===== src/rtl/adex_neuron.sv =====
// ============================================================================
// adex_neuron : adaptive exponential integrate-and-fire neuron with
//               refractory FSM, step enable and saturating spike counter.
// Revision    : 1.0
// ============================================================================
`default_nettype none

module adex_neuron #(
   parameter int WIDTH         = 8,
   parameter int V_TH          = 128,
   parameter int V_PEAK        = 200,
   parameter int V_RESET       = 40,
   parameter int LEAK_SHIFT    = 3,
   parameter int DELTA_SHIFT   = 3,
   parameter int W_SHIFT       = 2,
   parameter int TAU_W_SHIFT   = 4,
   parameter int B_INC         = 16,
   parameter int REFRAC_CYCLES = 4
) (
   input  logic             clk,
   input  logic             rst,
   input  logic             en_i,
   input  logic [WIDTH-1:0] current_i,
   output logic             spike_o,
   output logic [WIDTH-1:0] state_o,
   output logic [WIDTH-1:0] adapt_o,
   output logic             refractory_o,
   output logic             threshold_flag_o,
   output logic [7:0]       spike_count_o
);

   localparam int SW = WIDTH + 3;
   localparam int CW = $clog2(REFRAC_CYCLES + 1);

   localparam logic [WIDTH-1:0] C_MAX     = '1;
   localparam logic [WIDTH-1:0] C_ONE     = WIDTH'(1);
   localparam logic [WIDTH-1:0] C_WIDTH   = WIDTH'(WIDTH);
   localparam logic [WIDTH-1:0] C_V_TH    = WIDTH'(V_TH);
   localparam logic [WIDTH-1:0] C_V_PEAK  = WIDTH'(V_PEAK);
   localparam logic [WIDTH-1:0] C_V_RESET = WIDTH'(V_RESET);
   localparam logic [WIDTH:0]   C_B_INC   = (WIDTH+1)'(B_INC);
   localparam logic [CW-1:0]    C_REFRAC  = CW'(REFRAC_CYCLES);
   localparam logic [CW-1:0]    C_RC_ONE  = CW'(1);

   typedef enum logic [0:0] {
      ST_INTEGRATE  = 1'b0,
      ST_REFRACTORY = 1'b1
   } state_e;

   state_e           fsm_q;
   logic [WIDTH-1:0] v_q;
   logic [WIDTH-1:0] w_q;
   logic [CW-1:0]    rcnt_q;
   logic             spike_q;
   logic [7:0]       count_q;

   logic [WIDTH-1:0]    v_over_d;
   logic [WIDTH-1:0]    exp_shift_d;
   logic [WIDTH-1:0]    exp_term_d;
   logic [SW-1:0]       v_sum_d;
   logic [WIDTH-1:0]    v_int_d;
   logic                fire_d;
   logic [WIDTH-1:0]    w_decay_d;
   logic [WIDTH:0]      w_bump_sum_d;
   logic [WIDTH-1:0]    w_bump_d;
   logic [7:0]          count_d;

   // Exponential term: a power of two indexed by how far v sits above V_TH.
   always_comb begin
      v_over_d    = v_q - C_V_TH;
      exp_shift_d = v_over_d >> DELTA_SHIFT;
      exp_term_d  = '0;
      if (v_q > C_V_TH) begin
         if (exp_shift_d >= C_WIDTH) exp_term_d = C_MAX;
         else                        exp_term_d = C_ONE << exp_shift_d;
      end
   end

   // Two's-complement sum with three headroom bits; the MSB is the sign.
   always_comb begin
      v_sum_d = {3'b000, v_q} + {3'b000, current_i} + {3'b000, exp_term_d}
              - {3'b000, (v_q >> LEAK_SHIFT)} - {3'b000, (w_q >> W_SHIFT)};
      if (v_sum_d[SW-1])                v_int_d = '0;
      else if (|v_sum_d[SW-2:WIDTH])    v_int_d = C_MAX;
      else                              v_int_d = v_sum_d[WIDTH-1:0];
      fire_d = (v_int_d >= C_V_PEAK);
   end

   always_comb begin
      w_decay_d    = w_q - (w_q >> TAU_W_SHIFT);
      w_bump_sum_d = {1'b0, w_decay_d} + C_B_INC;
      w_bump_d     = w_bump_sum_d[WIDTH] ? C_MAX : w_bump_sum_d[WIDTH-1:0];
      count_d      = (count_q == 8'hFF) ? count_q : count_q + 8'd1;
   end

   always_ff @(posedge clk or posedge rst) begin
      if (rst) begin
         fsm_q   <= ST_INTEGRATE;
         v_q     <= '0;
         w_q     <= '0;
         rcnt_q  <= '0;
         spike_q <= 1'b0;
         count_q <= '0;
      end else begin
         spike_q <= 1'b0;
         if (en_i) begin
            case (fsm_q)
               ST_INTEGRATE: begin
                  if (fire_d) begin
                     v_q     <= C_V_RESET;
                     w_q     <= w_bump_d;
                     spike_q <= 1'b1;
                     count_q <= count_d;
                     rcnt_q  <= C_REFRAC;
                     fsm_q   <= ST_REFRACTORY;
                  end else begin
                     v_q <= v_int_d;
                     w_q <= w_decay_d;
                  end
               end
               ST_REFRACTORY: begin
                  v_q    <= C_V_RESET;
                  w_q    <= w_decay_d;
                  rcnt_q <= rcnt_q - C_RC_ONE;
                  if (rcnt_q == C_RC_ONE) fsm_q <= ST_INTEGRATE;
               end
               default: fsm_q <= ST_INTEGRATE;
            endcase
         end
      end
   end

   assign spike_o          = spike_q;
   assign state_o          = v_q;
   assign adapt_o          = w_q;
   assign refractory_o     = (fsm_q == ST_REFRACTORY);
   assign threshold_flag_o = (v_q >= C_V_TH);
   assign spike_count_o    = count_q;

endmodule

`default_nettype wire


===== config.mk =====
export PLATFORM = sky130hd
export DESIGN_NAME = adex_neuron
export DESIGN_NICKNAME = d
export VERILOG_FILES = /design/src/rtl/adex_neuron.sv
export SDC_FILE = /design/constraint.sdc
export NUM_CORES = 1
export LEC_CHECK = 0
export ABC_AREA = 1
export BUFFER_PORTS_ARGS = -buffer_cell sky130_fd_sc_hd__buf_2
export CAP_MARGIN = 20
export CORE_MARGIN = 8
export CORE_UTILIZATION = 54
export DETAILED_ROUTE_END_ITERATION = 6
export PLACE_DENSITY = 0.75
export SYNTH_ARGS = -nofsm -noshare
export SYNTH_HDL_FRONTEND = slang
export SYNTH_SLANG_ARGS = --single-unit

===== constraint.sdc =====
create_clock -name clk -period 4 [get_ports clk]
set_input_delay 0.8 -clock clk [delete_from_list [all_inputs] [get_ports clk]]
set_output_delay 0.8 -clock clk [all_outputs]
set_load 0.03 [all_outputs]

==> metrics.txt, run 1 <==
Worst Tran Pin Value approximately 0.6 ns; Simple-Gate Fraction of Synth Area 0.289; clock slew at reported path FFs ~0.060 ns; row cnt 27; DR iter-0 viols between 100 and 150; hold_buf cts 0; met3 wire len approximately 430 um; Max Fclk ~240 MHz; Die Footprint between 8000 and 9000 um^2; clk buf depth 2; routed len/inst 14.8 um; Synth Cell Area a little over 3000 um^2; Hold Fails Final Rpt 0; Max Fanout on Critical Path 6; post-synthesis mux area share 0; met2 wire len approximately 4000 um; xor and xnor fraction of the mapped netlist area 0.0405; total core area around 5500 um^2; pre-CTS WS -0.621 ns; hold crit path type register to register; CTS Sinks 29; unrepaired setup endpoints after global routing yes; adder-cell area share of the yosys netlist 0.225; Die Y between 90 and 100 um; most frequent cells in the layout inv_1 (77), nand2_1 (76), buf_4 (42); drt via density between 5 and 6; Critical Path RT approximately 4.2 ns; setup ws final -0.185 ns; All-Layer GR Usage 0.188; #FFs+latches synth 29; final WL between 8000 and 9000 um; TritonCTS buffer count 5; WS Path Type input pin to register; Seq/Total Area, Yosys 0.239; vias in the first global route 2,896; # IOs 38; post-synth cell types 35; Crit. End Element register; crit path launch type input pin; share of layout cells above drive strength 1 0.353; Slew Limit Headroom 0.593; max-capacitance violation count 0; gpl congestion 0.858; post-route ant nets 0; CTS tree done; failing checks setup timing; Initial Utilization 0.554; main combinational cell family by area after synthesis simple AND/OR/NAND/NOR gates; Final Setup Violations 29; PortBufs 37; Initial DRT Pass Iterations 4; DP HPWL between 5000 and 6000 um; fin crit period between 4 and 5 ns; drt drc 0; vias 2,903; initial antenna violation count 0; die extent in x 90.9 um; critical path arrival about 4.4 ns; H-Tree Depth 2; Gate Count Post-Synth 395; first-pass GRT wire length approximately 13,000 um; GRT Residual Overflow 0; commonest non-fill, non-tap cell in the layout inv_1; Final Skew between 0.005 and 0.006 ns; Mapped Nets between 400 and 500; NumNets Final 534; fin crit share 1.05; routed metal-1 wirelength around 3400 um; Slew Limit Fails 0; worst skew pair latency 0.28 ns; syn avg cell area approximately 7.7 um^2; P&R area growth vs syn 33.2%; Top Layer Used met4; Yosys warning count 0; largest net degree at the start of global routing 30; Inserted Diodes 0; Synth Area in Compound Gates 0.0809; status finished with violations; root buf cell clkbuf_8
## per-stage QoR
step                      utilization  hold slack (ns)  TNS (ns)  area (um^2)  std cells
after floorplan                     -            0.486     -2.51         3080        395
after global placement          0.656            0.517    -12.25         3590        533
after detailed placement        0.656            0.526    -15.04         3590        533
after CTS                       0.700            0.514     -1.96         3830        551
after global routing            0.738            0.531     -8.23         4040        554
final                           0.738            0.519     -3.59         4040        554
## per-layer routing
| metal | vias up | global-route usage |
|---|---|---|
| li1 | 1403 | - |
| met1 | 1367 | 0.228 |
| met2 | 101 | 0.310 |
| met3 | 32 | 0.0407 |
| met4 | 0 | 0.0914 |
| met5 | - | 0 |
## repair_timing
item / in CTS / in global routing
pin swaps: 32 / 38
endpoints found under the setup margin: 29 / 29
resized for setup: 25 / 34
buffers inserted: 10 / 2
gates cloned: 1 / 0
## sequential cells by signal, indices dropped and copies added, names as in the netlist
signal         count
rcnt_q             3
spike_count_o      8
state_o            8
spike_o            1
adapt_o            8
refractory_o       1
## final timing paths
path                                              from                            to  slack, ns  cells past startpoint
worst max-delay path                      current_i[4]  spike_count_o[5]$_DFFE_PP0P_      -0.19                     23
worst min-delay path             rcnt_q[0]$_DFFE_PP0P_         rcnt_q[0]$_DFFE_PP0P_       0.52                      1
worst max register to register  adapt_o[2]$_DFFE_PP0P_  spike_count_o[5]$_DFFE_PP0P_      -0.03                     23
worst min register to register   rcnt_q[0]$_DFFE_PP0P_         rcnt_q[0]$_DFFE_PP0P_       0.52                      1
max in group asynchronous                          rst        adapt_o[4]$_DFFE_PP0P_       2.93                      3
min in group asynchronous                          rst  spike_count_o[6]$_DFFE_PP0P_       0.58                      2
## layout make-up
cell class | instances | area (um^2)
clock buffers | 6 | 72.6
repair buffers | 85 | 612
flip-flops and latches | 29 | 726
clock inverters | 2 | 10.0
fillers | 413 | 1440
multi-input cells | 271 | 2190
inverters | 89 | 334
well taps | 72 | 90.1
## cell usage after synthesis, drive strengths merged
cell,number,area (um^2)
a21oi,7,46.3
a31oi,4,25.0
nand4,9,56.3
xnor2,7,61.3
fa,21,420
nor2,21,108
nand2,106,475
o211ai,2,15.0
clkbuf,4,16.3
nor4,3,18.8
xor2,7,61.3
or2,2,12.5
buf,3,27.5
nor3,3,15.0
ha,21,263
o22ai,8,50.1
o21ai,18,101
nand3b,3,22.5
inv,89,334
o21bai,1,7.51
dfrtp,29,726
nand3,27,168
## logic make-up after synthesis
logic type / after synthesis
AND/OR/NAND/NOR: 174
XOR/XNOR: 14
buffers and inverters: 96
flip-flops: 29
adder cells (fa/ha/maj): 42
AO/OA/AOI/OAI: 40
## critical path, stage by stage
cell and delay [ns]:
buf_2 0.07, inv_1 0.04, fa_1 0.50, inv_1 0.05, fa_1 0.49, inv_2 0.04, fa_1 0.40, inv_1 0.07
ha_1 0.29, nand2_1 0.11, nand2_1 0.09, a21oi_2 0.19, nand2_2 0.10, nand2_4 0.09, nand2_8 0.09, nand3_4 0.11
nand2_4 0.05, nor2_4 0.13, nand2_4 0.08, nor2_8 0.17, nand3_4 0.15, buf_6 0.19, o21ai_2 0.09
Power of run 1 is left out: the tool's default activity adds up to more than one toggle a clock period on the data nets, which glitch-free logic cannot reach.
==> run 2, diff against run 1 <==
CELL_PAD_IN_SITES_DETAIL_PLACEMENT = 1   (was not set)
CELL_PAD_IN_SITES_GLOBAL_PLACEMENT = 1   (was not set)
CORE_UTILIZATION = 39   (was 54)
PLACE_DENSITY = 0.74   (was 0.75)
==> run 2 against run 1 <==
Via count up 1.3%. Hold slack better by 0.025 ns. First-iteration DRC count shrank 45%. Largest cell class unchanged. Global-route usage decreased by 1.7 points. Sequential cell count is the same. Final cell count grew 6.9%. Non-clock buffer count grew 9. Routed wire length increased by 20%. The flow still finishes with violations (setup timing). Core utilization is 20 points lower.
==> metrics.txt, run 2 (synthesis gave the netlist of run 1 again) <==
fin crit share 1.08; WS Path Type input pin to register; Final Skew about 0.0057 ns; WHS between 0.5 and 0.6 ns; Post-DP Area roughly 3700 um^2; fillcell total 954; Die Footprint around 11,000 um^2; critical path's most frequent cell nand2_2; Worst Tran Pin Value ~0.63 ns; Slew Limit Fails 0; row cnt 32; Initial DRT Pass Iterations 4; GRT Residual Overflow 0; footprint of the multi-input gates approximately 2200 um^2; Crit path largest cell delay 0.54 ns; vias in the first global route between 3,000 and 4,000; Final Util 0.542; Die Y 104 um; first-pass GRT wire length between 15,000 and 20,000 um; Hold Fails Final Rpt 0; post-route ant nets 0; initial antenna violation count 0; routed len/inst between 15 and 20 um; PortBufs 37; Slew Limit Headroom 0.580; share of layout cells above drive strength 1 0.376; fin cells between 500 and 600; fin crit period about 4.3 ns; delay-heaviest family, CP adder cells; unrepaired setup endpoints after global routing yes; failing checks setup timing; H-Tree Depth 2; crit path max-delay cell type fa_1; # IOs 38; hold_buf cts 0; max-capacitance violation count 0; total core area between 7000 and 8000 um^2; NumNets Final approximately 540; Max Fanout on Critical Path 7; commonest non-fill, non-tap cell in the layout inv_1; DP HPWL between 7000 and 8000 um; most frequent cells in the layout inv_1 (77), nand2_1 (73), buf_4 (49); Initial Utilization 0.396; gpl congestion between 0.8 and 0.9; DR iter-0 viols 76; clk buf depth 2; crit-path cells buf_2 -> inv_2 -> fa_1 -> inv_1 -> fa_1 -> inv_1 -> fa_1 -> inv_2 -> ha_4 -> a21oi_4 -> nand2_2 -> nand2_2 -> nand2_2 -> nand2_2 -> nand2_4 -> nand3_2 -> nand2_2 -> nor2_4 -> nand2_4 -> nor2_8 -> nand3_4 -> buf_12 -> nand2_4 -> o21ai_2; Critical Path RT around 4.2 ns; sequential cell area slightly above 700 um^2; drt drc 0; worst skew pair latency between 0.2 and 0.3 ns; Max Fclk approximately 230 MHz; Final Setup Violations 29; clock slew at reported path FFs around 0.060 ns; root buf cell clkbuf_8; status finished with violations; CTS Sinks 29; drt via density about 5.0; hold crit path type register to register; TritonCTS buffer count 5; P&R area growth vs syn 36.7%; largest net degree at the start of global routing 29; Inst Count DP ~570; setup ws final -0.314 ns; critical path arrival between 4 and 5 ns; CP bufs+invs 6; final WL around 9900 um; vias 2,940; post-layout instance area just over 4000 um^2; die extent in x roughly 100 um; Inserted Diodes 0; crit path launch type input pin; CTS tree done; Crit. End Element register; All-Layer GR Usage 0.171
## run 2: cell count changes in the layout (fill, tap and decap cells not counted), moves of 3 or more
cell	delta
buf_4	+7
nand3_2	+4
nand3_4	-4
nand2_1	-3
nand2_2	+3
## run 2: layer usage
layer | part of all wire | wire [um] | GRT usage | vias to the layer above
met3 | 0.032 | 317 | 0.0322 | 10
met1 | 0.44 | 4330 | 0.201 | 1453
met2 | 0.51 | 5070 | 0.313 | 52
met4 | 0.015 | 144 | 0.0403 | 0
li1 | - | - | - | 1425
met5 | 0 | 0 | 0 | -
## run 2: timing repair
action                     in CTS  in global routing
pin swaps                      38                 28
setup endpoints to repair      29                 29
setup buffers                  16                  4
resized for setup              33                 38
## run 2: cell type report
cell class / count / share of cell area
Multi-Input combinational cell: 270 / 0.527
Sequential cell: 29 / 0.175
Timing Repair Buffer: 94 / 0.165
Inverter: 89 / 0.0819
Tap cell: 102 / 0.0308
Clock buffer: 8 / 0.0193
## run 2: path summary, 6_finish.rpt
kind	start	end	slack, ns	depth (start not counted)
setup / recovery	current_i[3]	spike_count_o[5]$_DFFE_PP0P_	-0.31	24
hold / removal	rcnt_q[0]$_DFFE_PP0P_	rcnt_q[0]$_DFFE_PP0P_	0.54	1
setup reg to reg	adapt_o[5]$_DFFE_PP0P_	spike_count_o[5]$_DFFE_PP0P_	-0.15	22
hold reg to reg	rcnt_q[0]$_DFFE_PP0P_	rcnt_q[0]$_DFFE_PP0P_	0.54	1
max in group asynchronous	rst	adapt_o[2]$_DFFE_PP0P_	2.91	3
min in group asynchronous	rst	rcnt_q[1]$_DFFE_PP0P_	0.58	2
## run 2: per-stage QoR
stage	setup TNS [ns]	setup slack [ns]
4_1_cts	-3.89	-0.190
6_report	-6.18	-0.314
3_3_place_gp	-13.38	-0.524
5_1_grt	-9.55	-0.440
3_5_place_dp	-17.25	-0.676
2_1_floorplan	-2.51	-0.203
Power of run 2 is left out for the same reason.
